<file path="src/rtl/ram_burst_writer.sv">
// Burst RAM loader (optional XOR checksum via RAM_BURST_WRITER_CHECKSUM_EN) with a synchronous read port.
// Latency: start->write_ready 1 cycle, last beat->done 1 cycle, read data 1 cycle after read_enable.
// Backpressure: write_ready is high only in WRITE; write_valid low stalls indefinitely, start ignored while busy.
module ram_burst_writer #(
    parameter int ADDRESS_WIDTH = 8,
    parameter int DATA_WIDTH    = 8,
    parameter int MEMORY_DEPTH  = 256
) (
    input  logic                     clock,
    input  logic                     reset_n,
    input  logic                     start,
    input  logic [ADDRESS_WIDTH-1:0] base_address,
    input  logic [ADDRESS_WIDTH-1:0] burst_length,
    input  logic                     write_valid,
    input  logic [DATA_WIDTH-1:0]    write_data,
    output logic                     write_ready,
    output logic                     busy,
    output logic                     done,
    output logic                     error,
    input  logic                     read_enable,
    input  logic [ADDRESS_WIDTH-1:0] read_address,
`ifdef RAM_BURST_WRITER_CHECKSUM_EN
    output logic [DATA_WIDTH-1:0]    checksum,
`endif
    output logic [DATA_WIDTH-1:0]    read_data
);

    localparam int unsigned DEPTH_U = MEMORY_DEPTH;
    localparam int IDX_W = (MEMORY_DEPTH > 1) ? $clog2(MEMORY_DEPTH) : 1;

    typedef enum logic [1:0] {
        IDLE  = 2'd0,
        WRITE = 2'd1,
        DONE  = 2'd2
    } state_t;

    state_t                   state, state_nxt;
    logic [ADDRESS_WIDTH-1:0] ptr, ptr_nxt;
    logic [ADDRESS_WIDTH-1:0] remaining, remaining_nxt;
    logic [ADDRESS_WIDTH-1:0] ptr_inc;
    logic                     done_nxt, error_nxt;
    logic                     beat, base_oob, inc_oob;

    logic [DATA_WIDTH-1:0] mem [MEMORY_DEPTH];

    assign ptr_inc     = ptr + ADDRESS_WIDTH'(1);
    assign base_oob    = 32'(base_address) >= DEPTH_U;
    // Running off the end (including modulo wrap to 0) mid-burst aborts the burst.
    assign inc_oob     = (ptr_inc == '0) || (32'(ptr_inc) >= DEPTH_U);
    assign write_ready = (state == WRITE);
    assign beat        = write_ready && write_valid;
    assign busy        = (state != IDLE);

    always_ff @(posedge clock or negedge reset_n) begin
        if (!reset_n) begin
            state     <= IDLE;
            ptr       <= '0;
            remaining <= '0;
            done      <= 1'b0;
            error     <= 1'b0;
        end else begin
            state     <= state_nxt;
            ptr       <= ptr_nxt;
            remaining <= remaining_nxt;
            done      <= done_nxt;
            error     <= error_nxt;
        end
    end

    always_comb begin
        state_nxt     = state;
        ptr_nxt       = ptr;
        remaining_nxt = remaining;
        done_nxt      = 1'b0;
        error_nxt     = 1'b0;
        case (state)
            IDLE: begin
                if (start) begin
                    ptr_nxt       = base_address;
                    remaining_nxt = burst_length;
                    if (burst_length == '0) begin
                        state_nxt = DONE;
                        done_nxt  = 1'b1;
                    end else if (base_oob) begin
                        error_nxt = 1'b1;
                    end else begin
                        state_nxt = WRITE;
                    end
                end
            end
            WRITE: begin
                if (beat) begin
                    ptr_nxt       = ptr_inc;
                    remaining_nxt = remaining - ADDRESS_WIDTH'(1);
                    if (remaining == ADDRESS_WIDTH'(1)) begin
                        state_nxt = DONE;
                        done_nxt  = 1'b1;
                    end else if (inc_oob) begin
                        state_nxt = IDLE;
                        error_nxt = 1'b1;
                    end
                end
            end
            DONE:    state_nxt = IDLE;
            default: state_nxt = IDLE;
        endcase
    end

    // Array is deliberately not reset so it maps onto plain RAM macros.
    always_ff @(posedge clock) begin
        if (beat) begin
            mem[ptr[IDX_W-1:0]] <= write_data;
        end
    end

    always_ff @(posedge clock or negedge reset_n) begin
        if (!reset_n) begin
            read_data <= '0;
        end else if (read_enable) begin
            read_data <= (32'(read_address) < DEPTH_U) ? mem[read_address[IDX_W-1:0]] : '0;
        end
    end

`ifdef RAM_BURST_WRITER_CHECKSUM_EN
    always_ff @(posedge clock or negedge reset_n) begin
        if (!reset_n) begin
            checksum <= '0;
        end else if (state == IDLE && start) begin
            checksum <= '0;
        end else if (beat) begin
            checksum <= checksum ^ write_data;
        end
    end
`endif

endmodule

</file>
<file path="config.mk">
export PLATFORM = sky130hd
export DESIGN_NAME = ram_burst_writer
export DESIGN_NICKNAME = d
export VERILOG_FILES = /design/src/rtl/ram_burst_writer.sv
export SDC_FILE = /design/constraint.sdc
export NUM_CORES = 2
export LEC_CHECK = 0
export ABC_AREA = 1
export BUFFER_PORTS_ARGS = -buffer_cell sky130_fd_sc_hd__buf_4
export CORE_ASPECT_RATIO = 1.75
export CORE_MARGIN = 5
export CORE_UTILIZATION = 59
export CTS_BUF_LIST = sky130_fd_sc_hd__clkbuf_4 sky130_fd_sc_hd__clkbuf_8
export DETAILED_ROUTE_END_ITERATION = 8
export GPL_ROUTABILITY_DRIVEN = 1
export PLACE_DENSITY_LB_ADDON = 0.2
export SLEW_MARGIN = 15
export SYNTH_ARGS = -nofsm -noshare
export SYNTH_HDL_FRONTEND = slang
export SYNTH_SLANG_ARGS = --single-unit
</file>
<file path="constraint.sdc">
create_clock -name clock -period 2.1 [get_ports clock]
set_input_delay 0.105 -clock clock [delete_from_list [all_inputs] [get_ports clock]]
set_output_delay 0.105 -clock clock [all_outputs]
set_load 0.02 [all_outputs]
</file>
# Word-level counts from Yosys, hierarchy flattened
# Memories as Yosys holds them, arrays and structs flattened. A register that Yosys moved wholly into a read port is not among the register bits.
# Index checks and enable logic that the tools add are counted.
# classes
addsub	2
multipliers	0
n_div	0
magnitude_cmp	0
eq_ne	5
shift	0
n_mux	23
bitwise	0
reduce_logical	9
# op_table
operator	n
two-way mux 8 bit	4
case mux 8 bit (2 select lines)	2
logical NOT 8 bit	2
two-way mux 1 bit	10
two-way mux 2 bit	5
adder 8 x 1 -> 8 bit, second input constant	1
equality test 8 x 1 -> 1 bit, second input constant	1
subtractor 8 x 1 -> 8 bit, second input constant	1
AND reduction 3 bit	2
case mux 2 bit (2 select lines)	1
nonzero test 2 bit	2
!= test 3 x 1 -> 1 bit, second input constant	1
equality test 2 x 1 -> 1 bit, second input constant	1
logical NOT 2 bit	1
!= test 2 x 1 -> 1 bit, second input constant	1
!= test 2 bit, second input constant	1
case mux 1 bit (2 select lines)	1
logical AND 1 bit	1
logical NOT 1 bit	1
# totals
reg_bits	20
latch_bits	0
ramBits	2048
mem_bits_ro	0
output_inout_bits	12
wordCells	45
n_memories	1
# memory_table
name	words	word_bits	read_ports	rd_ports_with_merged_regs	wr	line	text
mem	256	8	1	1	1	44	logic [DATA_WIDTH-1:0] mem [MEMORY_DEPTH];

# Longest topological paths before layout
# depth
ltp_word	6
depth_mapped	15
mapped_depth_nobuf	11

# Worst setup path before layout
# OpenSTA, ideal clock, no wires.
# synth_path
kind	register -> register
from	register state[0]
to	memory mem[191][0], enable pin
setup_time_ns	0.370
arrival_time_ns	1.763
slack_ns	-0.033
stages_incl_launch_ff	9
path_buffers	2
period_less_slack_ns	2.133
cell_sequence	dfrtp_1 > inv_2 > nor2_2 > inv_2 > nor2_4 > buf_2 > nand2_1 > buf_2 > nor2_1
# synth_via
elab_chain_len	4
# synth_rtl
element	line	text
from (decl)	37	state_t state, state_nxt;
from (signal assigned)	62	state <= state_nxt;
equality test 2 x 1 -> 1 bit	50	assign write_ready = (state == WRITE);
logical AND 1 bit	51	assign beat = write_ready && write_valid;
two-way mux 1 bit	111	if (beat) begin
two-way mux 1 bit (not written as such)	112	mem[ptr[IDX_W-1:0]] <= write_data;
to (decl)	44	
# No other way between the ends.

# Final worst setup path
# layout_path
from	register ptr[1]
to	memory mem[233][6], enable pin
# layout_lines
element	line	text
from (decl)	38	logic [ADDRESS_WIDTH-1:0] ptr, ptr_nxt;
from (signal assigned)	63	ptr <= ptr_nxt;
# Straight into the memory's write port.

==> results.sh <==
export IMPL_synth_edf_count=2048
export IMPL_crit_type="flip-flop to flip-flop"
export IMPL_fin_util=0.688
export IMPL_fin_skew_ns=0.0457
export IMPL_p_int_mw=65.9
export IMPL_gr_total_overflow=0
export IMPL_synthCells=7155
export IMPL_ios=49
export IMPL_dp_hpwl_mm=155
export IMPL_path_cells="buf_4, inv_1, ha_1, inv_1, nor2_1, nand2_2, buf_12, nor2_1, buf_4"
export IMPL_setup_violations=0
export IMPL_rsz0062_at_grt="true"
export IMPL_wl_per_cell_um=24.8
export IMPL_synthXorXnorAreaFrac=0.000517
export IMPL_path_clk_slew_ns=0.07
export IMPL_syn_num_nets=7199
export IMPL_port_buffer_count=48
export IMPL_cts_tree="done"
export IMPL_p_leak_nw=35.8
export IMPL_synthAdderAreaFrac=0.00103
export IMPL_synth_flop_cell="edfxtp_1"
export IMPL_pwr_share_comb=0.109
export IMPL_worstSetupEndpointType="flip-flop"
export IMPL_cp_start_kind="flip-flop"
export IMPL_stdcell_count=9816
export IMPL_synthArstFlopShare=0.0135
export IMPL_status="finished clean"
export IMPL_rows=184
export IMPL_initial_core_util=0.591
export IMPL_critPathMaxStageDelay_ns=0.39
export IMPL_cap_violations=0
export IMPL_gp_congestion=0.950
export IMPL_hold_violations=0
export IMPL_regToRegSetupSlack_ns=0.03
export IMPL_grt_max_degree=109
export IMPL_swShare=0.248
export IMPL_ir_worst_vdd_uv=925
export IMPL_worstSkewPairLatency_ns=1.00
export IMPL_relSlewSlack=0.522
export IMPL_p_total_mw=87.7
export IMPL_clockBufferDepth=4
export IMPL_yosysSeqAreaShare=0.735
export IMPL_dieArea_um2=151000
export IMPL_min_period_ns=2.07
export IMPL_synthSimpleGateAreaFrac=0.229
export IMPL_synth_most_common_cell="nand2_1"
export IMPL_synth_area_leader_cell="edfxtp_1"
export IMPL_clock_power_share=0.363
export IMPL_cts_root_buf="clkbuf_8"
export IMPL_cts_sinks=2076
export IMPL_clock_fmax_ghz=0.484
export IMPL_synthesis_area_um2=84600
export IMPL_min_period_over_period=0.984
export IMPL_syn_to_final_growth_pct=16.4
export IMPL_vias=59600
export IMPL_fp_coreArea_um2=143000
export IMPL_yosys_area_top_type_share=0.727
export IMPL_crit_fanout=15
export IMPL_min_path_type="primary input to flip-flop"
export IMPL_layout_drive_gt1_share=0.154
export IMPL_vias_per_cell=6.07
export IMPL_hold_slack_ns=0.0901
export IMPL_drtIter0Drc=6850
export IMPL_dp_cells=9252
export IMPL_ys_seq_elements=2076
export IMPL_first_global_vias=58900
export IMPL_fill_cells=10000
export IMPL_tightest_slew_ns=0.716
export IMPL_antenna_found_initial=4
export IMPL_cp_arrival_ns=2.74
export IMPL_grt_usage=0.319
export IMPL_htreeDepth=5
export IMPL_syn_area_per_cell_um2=11.8
export IMPL_finalSetupTns_ns=0
export IMPL_routed_wirelength_mm=243
export IMPL_ys_types=29
export IMPL_slew_violations=0
export IMPL_yosys_mux_area_fraction=0
export IMPL_cts_inserted_buffers=297
export IMPL_power_density_nw_per_um2=890
export IMPL_synth_top_family_by_area="simple AND/OR/NAND/NOR gates"
export IMPL_cp_slowest_cell="dfrtp_1"
export IMPL_die_w_um=296
export IMPL_synth_compound_area_share=0.00266
export IMPL_required_ns=2.77
export IMPL_pwr_share_seq=0.529
export IMPL_post_route_drc_count=0
export IMPL_grt_pass1_wl_mm=361
export IMPL_nets=7788
export IMPL_synth_area_leaders="edfxtp_1 (73%), nand3_1 (12%), nand2_1 (9.4%)"
export IMPL_synthTopCellsByCount="nand2_1 (2122), edfxtp_1 (2048), nand3_1 (2048)"
export IMPL_fp_dieH_um=511
export IMPL_yosys_warnings=0
export IMPL_switchingPower_mw=21.8
export IMPL_drt_first_pass_iters=6
export IMPL_postRouteAntennaNets=0
## layout by cell type (no fill, tap or decap), types with 7 or more instances in the layout
cell type | synthesis | layout
buf_12 | 0 | 151
buf_4 | 39 | 558
buf_8 | 1 | 11
bufinv_16 | 0 | 19
clkbuf_4 | 0 | 61
clkbuf_8 | 0 | 307
clkinv_1 | 0 | 72
clkinv_2 | 0 | 36
dfrtp_1 | 28 | 27
diode_2 | 0 | 7
dlygate4sd3_1 | 0 | 51
edfxtp_1 | 2048 | 2048
ha_1 | 7 | 7
inv_1 | 52 | 49
nand2_1 | 2122 | 2116
nand3_1 | 2048 | 2048
nor2_1 | 303 | 253
nor2_2 | 1 | 34
nor2_4 | 1 | 18
o21ai_0 | 22 | 22
## flip-flops by register name (all words and copies together) (netlist names)
signal     flops
state          2
remaining      8
mem         2048
ptr            8
error          1
read_data      8
done           1
## power groups by stage
stage               logic, mW  registers, mW  clock network (mW)
floorplan                4.26           47.2                   0
global placement         8.94           47.2                   0
detailed placement       9.08           47.2                   0
CTS                      9.22           46.3                32.2
global route             10.0           46.4                34.0
finish                   9.53           46.4                31.8
## metrics by stage
step	setup WS [ns]	cell area, µm²
finish	0.0346	98500
CTS	-0.000533	98400
floorplan	-0.0329	84700
global route	-0.0492	98500
global placement	-0.258	92000
detailed placement	-0.279	92000
## worst paths after layout
check / startpoint / to / depth (start not counted)
min: write_data[6] / mem[131][6] / 2
max reg2reg: ptr[1] / mem[233][6] / 9
min in group asynchronous: reset_n / remaining[5] / 4
max in group asynchronous: reset_n / read_data[3] / 4
max: ptr[1] / mem[233][6] / 9
min reg2reg: remaining[5] / remaining[5] / 2
## worst max-delay path: cells and delay by family (launching register included)
family / cells / cell delay, ns
AND/OR/NAND/NOR: 3 / 0.50
buffers and inverters: 5 / 0.72
flip-flops: 1 / 0.39
adder cells (fa/ha/maj): 1 / 0.14
## what timing repair did
action / 4_1_cts / 5_1_grt
setup buffers: 0 / 0
hold endpoints to repair: 2123 / 0
setup endpoints to repair: 58 / 664
pin swaps: 0 / 0
resized for setup: 8 / 40
hold buffers: 53 / 0
## per-layer routing
layer / global-route usage / part of all wire / up-vias / routed length, µm
met1: 0.382 / 0.34 / 29000 / 82800
met5: 0 / 0.000058 / - / 14
met3: 0.0563 / 0.083 / 786 / 20200
li1: - / - / 26600 / -
met4: 0.190 / 0.070 / 2 / 17100
met2: 0.541 / 0.51 / 3171 / 123000
## area by class of cell
cell class / instances / area [µm²] / area share
Clock inverter: 136 / 1100 / 0.0112
Timing Repair Buffer: 777 / 7960 / 0.0808
Multi-Input combinational cell: 4534 / 20000 / 0.203
Antenna cell: 7 / 17.5 / 0.000178
Inverter: 58 / 251 / 0.00255
Tap cell: 1860 / 2330 / 0.0236
Sequential cell: 2076 / 62200 / 0.631
Clock buffer: 368 / 4680 / 0.0475
## cells by family after synthesis
group / count (synthesis)
XOR/XNOR: 5
buffers and inverters: 545
adder cells (fa/ha/maj): 7
AND/OR/NAND/NOR: 4482
AO/OA/AOI/OAI: 40
flip-flops: 2076
(Power assumes the default switching activity.)
